==> src/rtl/control_sequencer.sv <==
// Hardwired step sequencer that fetches and executes one instruction at a time,
// driving the Datapath bus/load strobes as a Moore decode of {state, wait count, opcode}.
module control_sequencer #(
  parameter int MEM_LAT = 1,
  parameter int IR_W    = 32,
  parameter int OPC_LSB = 27
) (
  input  logic            clk,
  input  logic            clear,
  input  logic            run,
  input  logic [IR_W-1:0] IR,
  output logic            PCout,
  output logic            Zlowout,
  output logic            MDRout,
  output logic            Cout,
  output logic            BAout,
  output logic            Rout,
  output logic            PCin,
  output logic            MARin,
  output logic            MDRin,
  output logic            IRin,
  output logic            Yin,
  output logic            Zin,
  output logic            Rin,
  output logic            Gra,
  output logic            Grb,
  output logic            Grc,
  output logic            IncPC,
  output logic            Read,
  output logic            Write,
  output logic [3:0]      alu_op,
  output logic [3:0]      step,
  output logic            instr_done,
  output logic            halted
);

  typedef enum logic [3:0] {
    S_T0 = 4'd0, S_T1 = 4'd1, S_T2 = 4'd2, S_T3 = 4'd3,
    S_T4 = 4'd4, S_T5 = 4'd5, S_T6 = 4'd6, S_T7 = 4'd7,
    S_IDLE = 4'd8, S_HALT = 4'd9
  } state_t;

  localparam logic [3:0] LAT = 4'(MEM_LAT);

  state_t     state_q, state_d;
  logic [3:0] wait_q, wait_d;

  logic [4:0] opc;
  logic       is_ld, is_st, is_mem, is_r, is_imm, is_un, is_halt;
  logic [3:0] op_alu;
  logic       first_cyc, last_cyc;
  logic       unused_ir;

  assign opc     = IR[OPC_LSB+4:OPC_LSB];
  assign is_ld   = (opc == 5'd0);
  assign is_st   = (opc == 5'd2);
  assign is_mem  = (opc <= 5'd2);
  assign is_r    = (opc >= 5'd3)  && (opc <= 5'd10);
  assign is_imm  = (opc >= 5'd11) && (opc <= 5'd13);
  assign is_un   = (opc == 5'd14) || (opc == 5'd15);
  assign is_halt = (opc == 5'd27);
  assign unused_ir = ^IR;

  // R-type opcodes 3..10 map straight onto ALU codes 1..8.
  always_comb begin
    op_alu = 4'd0;
    if (is_r)             op_alu = 4'(opc - 5'd2);
    else if (opc == 5'd11) op_alu = 4'd1;
    else if (opc == 5'd12) op_alu = 4'd3;
    else if (opc == 5'd13) op_alu = 4'd4;
    else if (opc == 5'd14) op_alu = 4'd9;
    else if (opc == 5'd15) op_alu = 4'd10;
  end

  assign first_cyc = (wait_q == LAT);
  assign last_cyc  = (wait_q == 4'd0);

  always_comb begin
    {PCout, Zlowout, MDRout, Cout, BAout, Rout} = '0;
    {PCin, MARin, MDRin, IRin, Yin, Zin, Rin}   = '0;
    {Gra, Grb, Grc, IncPC, Read, Write}         = '0;
    alu_op     = 4'd0;
    instr_done = 1'b0;
    halted     = (state_q == S_HALT);
    step       = (state_q == S_IDLE || state_q == S_HALT) ? 4'd0 : 4'(state_q);
    case (state_q)
      S_T0: begin PCout = 1'b1; MARin = 1'b1; IncPC = 1'b1; Zin = 1'b1; end
      S_T1: begin
        Read = 1'b1; MDRin = 1'b1;
        if (first_cyc) begin Zlowout = 1'b1; PCin = 1'b1; end
      end
      S_T2: begin MDRout = 1'b1; IRin = 1'b1; end
      S_T3: begin
        if (is_mem) begin Grb = 1'b1; BAout = 1'b1; Yin = 1'b1; end
        else if (is_r || is_imm) begin Grb = 1'b1; Rout = 1'b1; Yin = 1'b1; end
        else if (is_un) begin Grb = 1'b1; Rout = 1'b1; Zin = 1'b1; alu_op = op_alu; end
        else if (!is_halt) instr_done = 1'b1;
      end
      S_T4: begin
        if (is_mem) begin Cout = 1'b1; Zin = 1'b1; alu_op = 4'd1; end
        else if (is_r) begin Grc = 1'b1; Rout = 1'b1; Zin = 1'b1; alu_op = op_alu; end
        else if (is_imm) begin Cout = 1'b1; Zin = 1'b1; alu_op = op_alu; end
        else begin Zlowout = 1'b1; Gra = 1'b1; Rin = 1'b1; instr_done = 1'b1; end
      end
      S_T5: begin
        Zlowout = 1'b1;
        if (is_ld || is_st) MARin = 1'b1;
        else begin Gra = 1'b1; Rin = 1'b1; instr_done = 1'b1; end
      end
      S_T6: begin
        if (is_ld) begin Read = 1'b1; MDRin = 1'b1; end
        else begin Gra = 1'b1; Rout = 1'b1; MDRin = 1'b1; end
      end
      S_T7: begin
        if (is_ld) begin MDRout = 1'b1; Gra = 1'b1; Rin = 1'b1; instr_done = 1'b1; end
        else begin Write = 1'b1; instr_done = last_cyc; end
      end
      default: ;
    endcase
  end

  always_comb begin
    state_d = state_q;
    wait_d  = wait_q;
    case (state_q)
      S_IDLE: if (run) state_d = S_T0;
      S_T0:   begin state_d = S_T1; wait_d = LAT; end
      S_T1:   if (!last_cyc) wait_d = 4'(wait_q - 4'd1); else state_d = S_T2;
      S_T2:   state_d = S_T3;
      S_T3:   state_d = is_halt ? S_HALT : S_T4;
      S_T4:   state_d = S_T5;
      S_T5:   begin state_d = S_T6; wait_d = LAT; end
      S_T6: begin
        if (is_ld && !last_cyc) wait_d = 4'(wait_q - 4'd1);
        else begin state_d = S_T7; wait_d = is_st ? LAT : 4'd0; end
      end
      S_T7:   if (!last_cyc) wait_d = 4'(wait_q - 4'd1);
      S_HALT: state_d = S_HALT;
      default: state_d = S_IDLE;
    endcase
    // run is only looked at when an instruction retires (or in IDLE above).
    if (instr_done) begin
      state_d = run ? S_T0 : S_IDLE;
      wait_d  = 4'd0;
    end
  end

  always_ff @(posedge clk or negedge clear) begin
    if (!clear) begin
      state_q <= S_IDLE;
      wait_q  <= 4'd0;
    end else begin
      state_q <= state_d;
      wait_q  <= wait_d;
    end
  end

endmodule

==> config.mk <==
export PLATFORM = sky130hd
export DESIGN_NAME = control_sequencer
export DESIGN_NICKNAME = d
export VERILOG_FILES = /design/src/rtl/control_sequencer.sv
export SDC_FILE = /design/constraint.sdc
export NUM_CORES = 1
export LEC_CHECK = 0
export ABC_CLOCK_PERIOD_IN_PS = 3830
export CAP_MARGIN = 40
export CORE_ASPECT_RATIO = 1.1
export CORE_MARGIN = 8
export CORE_UTILIZATION = 30
export DETAILED_ROUTE_END_ITERATION = 8
export GPL_TIMING_DRIVEN = 0
export PLACE_DENSITY = 0.71
export SYNTH_ARGS = -nofsm -noshare
export SYNTH_HDL_FRONTEND = slang
export SYNTH_SLANG_ARGS = --single-unit
==> constraint.sdc <==
create_clock -name clk -period 3.83 [get_ports clk]
set_input_delay 0.5745 -clock clk [delete_from_list [all_inputs] [get_ports clk]]
set_output_delay 0.5745 -clock clk [all_outputs]
set_load 0.01 [all_outputs]
==> implementation parameters <==
Parameter                              Value

Status
  Status ... finished clean

Worst setup path
  CP startpoint kind ... primary input
  Required time worst endpoint ... 3.26 ns
  R2R depth ... 7
  Category of the critical setup timing path ... primary input to output pin
  Worst r2r dst ... state_q[2]$_DFFE_PN0P_
  Register-to-Register Setup Slack ... 1.61 ns
  R2R Path Start ... state_q[1]$_DFFE_PN0P_
  Largest fanout of any net on the critical path ... 10
  Crit end category ... output pin
  Worst path arrival time ... 3.15 ns

STA
  RSZ-0062 raised after global routing ... false
  Post-route setup TNS ... 0 ns
  Worst clock skew ... 0.001502 ns
  Max-slew violation total from the final report ... 0
  Ratio of final minimum period to clock period ... 97.25%
  Upper clock frequency limit ... 0.2685 GHz
  Number of endpoints with negative hold slack in the final report ... 0
  Tightest Pin Transition ... 0.5943 ns
  Shortest clock period the worst path allows after layout ... 3.725 ns
  Worst max-slew margin expressed relative to the limit ... 60.38%
  Final count of negative-setup-slack endpoints ... 0
  Worst Slack Setup Final ... 0.1053 ns

Placed design
  Post-DP Area ... 1812 um^2
  Placement Setup Slack ... -0.8740 ns
  Routability congestion estimate from global placement ... 0.9214
  DPL Wire Length ... 3557 um
  Count of buffers inserted at the top-level ports ... 35

Clock network
  CTS max path bufs ... 2
  Number of clock sinks ... 8
  H-tree levels ... 1
  Clock Latency Late Sink ... 0.23 ns
  Clock slew at the register clock pins of the worst setup and hold paths ... 0.04 ns
  Clock buffers created by TritonCTS ... 3
  CTS Root Buffer Type ... sky130_fd_sc_hd__clkbuf_8
  TritonCTS clock tree ... built

Yosys
  FFs w/ async S/R, synth ... 100.0%
  Number of enable flip-flop cells after synthesis ... 0
  Number of standard cells after synthesis ... 200
  Register area share after synthesis ... 14.48%
  Netlist Area Pre-Place ... 1391 um^2
  Library cells used by synthesis ... 54
  Primary flip-flop cell chosen by synthesis mapping ... sky130_fd_sc_hd__dfrtp_1
  Total of warnings raised by yosys ... 0
  Per-instance average area after synthesis ... 6.957 um^2
  Flip-flop and latch count after synthesis ... 8
  Post-Syn Nets ... 242

GRT
  Initial antenna violation count ... 0
  All-Layer GR Usage ... 13.51%
  Remaining Overflow, GRT ... 0
  Global-route wire length before repair ... 7859 um
  Number of global-route vias before repair ... 1660
  Maximum number of pins on one net before global-route repair ... 11

Die
  Die area ... 7075 um^2
  Die width ... 80.93 um
  Initial Utilization ... 30.55%
  Row count ... 26
  I/O pin count ... 64
  Y dimension of the die ... 87.43 um
  Core area ... 4554 um^2

Detailed routing
  Average vias per placed instance ... 5.818
  Number of detailed-route iterations in the first pass ... 7
  Total via count after detailed routing ... 1728
  Final wirelength ... 4754 um
  Initial detailed-routing violation count ... 172
  Remaining DRCs ... 0
  WL per Instance ... 16.01 um
  Antenna Nets Post-Route ... 0

Power
  Power spent charging and discharging nets ... 0.5787 mW
  Static leakage power ... 0.7538 nW
  Sequential Power Share ... 13.2%
  Internal power ... 0.6091 mW
  Combinational cell fraction of total power ... 77.4%
  Sw Ratio ... 48.72%
  Total power divided by cell area ... 599.7 nW/um^2
  Clock network fraction of total power ... 9.3%
  IR Drop Worst-Case VDD ... 0.0001991 V

Final layout
  Fillers ... 468
  Multi-input gate area ... 1164 um^2
  Register area ... 201.4 um^2
  Final core occ ... 43.49%
  Syn-to-layout area delta ... 42.36%
  Post-route cell area ... 1981 um^2
  Number of antenna cells inserted ... 0
  Layout cells sized above 1 ... 12.45%
  Most common cell after layout, fill and taps aside ... sky130_fd_sc_hd__clkdlybuf4s50_1
  Top library cells by usage in the layout, fill and taps aside ... 28 x sky130_fd_sc_hd__clkdlybuf4s50_1, 21 x sky130_fd_sc_hd__nor2_1, 14 x sky130_fd_sc_hd__clkbuf_1
  Post-layout nets ... 284

Min path
  Count of cells along the worst hold path ... 2
  Hold Crit Endpoint ... wait_q[1]$_DFFE_PN0P_
  Startpoint of the worst hold path ... wait_q[1]$_DFFE_PN0P_
  Worst min-delay path category ... flop to flop

Flow run
  Max-cap violation count ... 0
==> layer usage <==
layer	up-vias	share of wire, %	global-route usage (%)
met5	-	0	0
met4	0	2.3	6.179
met3	13	7.0	2.169
met2	81	50	23.36
met1	811	41	15.68
li1	823	-	-
==> power by group through the flow <==
stage | clock, mW | combinational [mW] | sequential [mW]
floorplan | 0 | 0.566 | 0.147
global placement | 0 | 0.889 | 0.156
CTS | 0.112 | 0.915 | 0.156
detailed placement | 0 | 0.895 | 0.157
finish | 0.111 | 0.920 | 0.157
global route | 0.117 | 1.02 | 0.160
==> state kept, by name, indices dropped and copies added, names as in the netlist <==
signal and flops:
state_q 4, wait_q 4
==> per-stage QoR <==
| step | total power [mW] | std cells | hold slack, ns |
|---|---|---|---|
| after floorplan | 0.7122 | 200 | 0.2789 |
| after global placement | 1.045 | 291 | 0.5333 |
| after detailed placement | 1.052 | 291 | 0.5387 |
| after CTS | 1.183 | 297 | 0.5425 |
| after global routing | 1.292 | 297 | 0.5824 |
| final | 1.188 | 297 | 0.5423 |
==> repair_timing <==
action | CTS | global route
setup buffers | 2 | 0
hold buffers | 0 | 0
endpoints found under the hold margin | 0 | 0
gates cloned | 0 | 0
pin swaps | 3 | 1
gates resized for setup | 24 | 6
endpoints found under the setup margin | 14 | 10
==> final cells by class <==
type	instances	area share [%]
inverters	7	1.327
multi-input cells	165	58.75
well taps	56	3.538
flip-flops and latches	8	10.17
repair buffers	37	18.51
plain buffers	20	5.433
clock buffers	4	2.274
==> cells by family (layout without fill, tap and decap cells) <==
logic type | Yosys count | in the layout | synth area share (%)
AO/OA/AOI/OAI | 59 | 59 | 29.68
XOR/XNOR | 3 | 3 | 1.889
adder cells (fa/ha/maj) | 7 | 7 | 6.295
buffers and inverters | 27 | 68 | 8.903
flip-flops | 8 | 8 | 14.48
multiplexers | 3 | 3 | 2.158
AND/OR/NAND/NOR | 93 | 93 | 36.60
==> Yosys cell counts (4+ instances only) <==
cell type                  count  area [um^2]
sky130_fd_sc_hd__o31ai_1       4        30.03
sky130_fd_sc_hd__a221oi_1      4        35.03
sky130_fd_sc_hd__nand2_1      12        45.04
sky130_fd_sc_hd__ha_1          7        87.58
sky130_fd_sc_hd__dfrtp_1       7        175.2
sky130_fd_sc_hd__nand3_1       5        25.02
sky130_fd_sc_hd__nor3b_1       4        30.03
sky130_fd_sc_hd__a21oi_1      12        60.06
sky130_fd_sc_hd__o21ai_0      13        65.06
sky130_fd_sc_hd__a31oi_1       4        25.02
sky130_fd_sc_hd__clkbuf_1     14        52.55
sky130_fd_sc_hd__nor3_1       13        65.06
sky130_fd_sc_hd__nand2b_1      9        56.30
sky130_fd_sc_hd__a211oi_1      4        30.03
sky130_fd_sc_hd__nor4_1        6        37.54
sky130_fd_sc_hd__inv_1         7        26.28
sky130_fd_sc_hd__nor2_1       22        82.58
sky130_fd_sc_hd__nor2b_1       6        37.54
==> critical path: stages <==
cell and delay [ns]:
sky130_fd_sc_hd__dlygate4sd2_1 0.26, sky130_fd_sc_hd__buf_6 0.16, sky130_fd_sc_hd__clkbuf_8 0.17, sky130_fd_sc_hd__inv_1 0.08, sky130_fd_sc_hd__ha_4 0.20, sky130_fd_sc_hd__a211o_1 0.29, sky130_fd_sc_hd__o311a_4 0.16, sky130_fd_sc_hd__or4_4 0.53
sky130_fd_sc_hd__or3_1 0.32, sky130_fd_sc_hd__a21oi_1 0.15, sky130_fd_sc_hd__clkdlybuf4s15_2 0.25
==> worst max path at each step <==
stage | end | startpoint | depth (start not counted)
3_5_place_dp | instr_done | IR[28] | 10
5_1_grt | Gra | IR[28] | 11
2_1_floorplan | Gra | IR[28] | 9
3_3_place_gp | instr_done | IR[28] | 10
4_1_cts | alu_op[1] | IR[29] | 9
6_report | Gra | IR[28] | 11
Power figures use the tool's default switching activity.
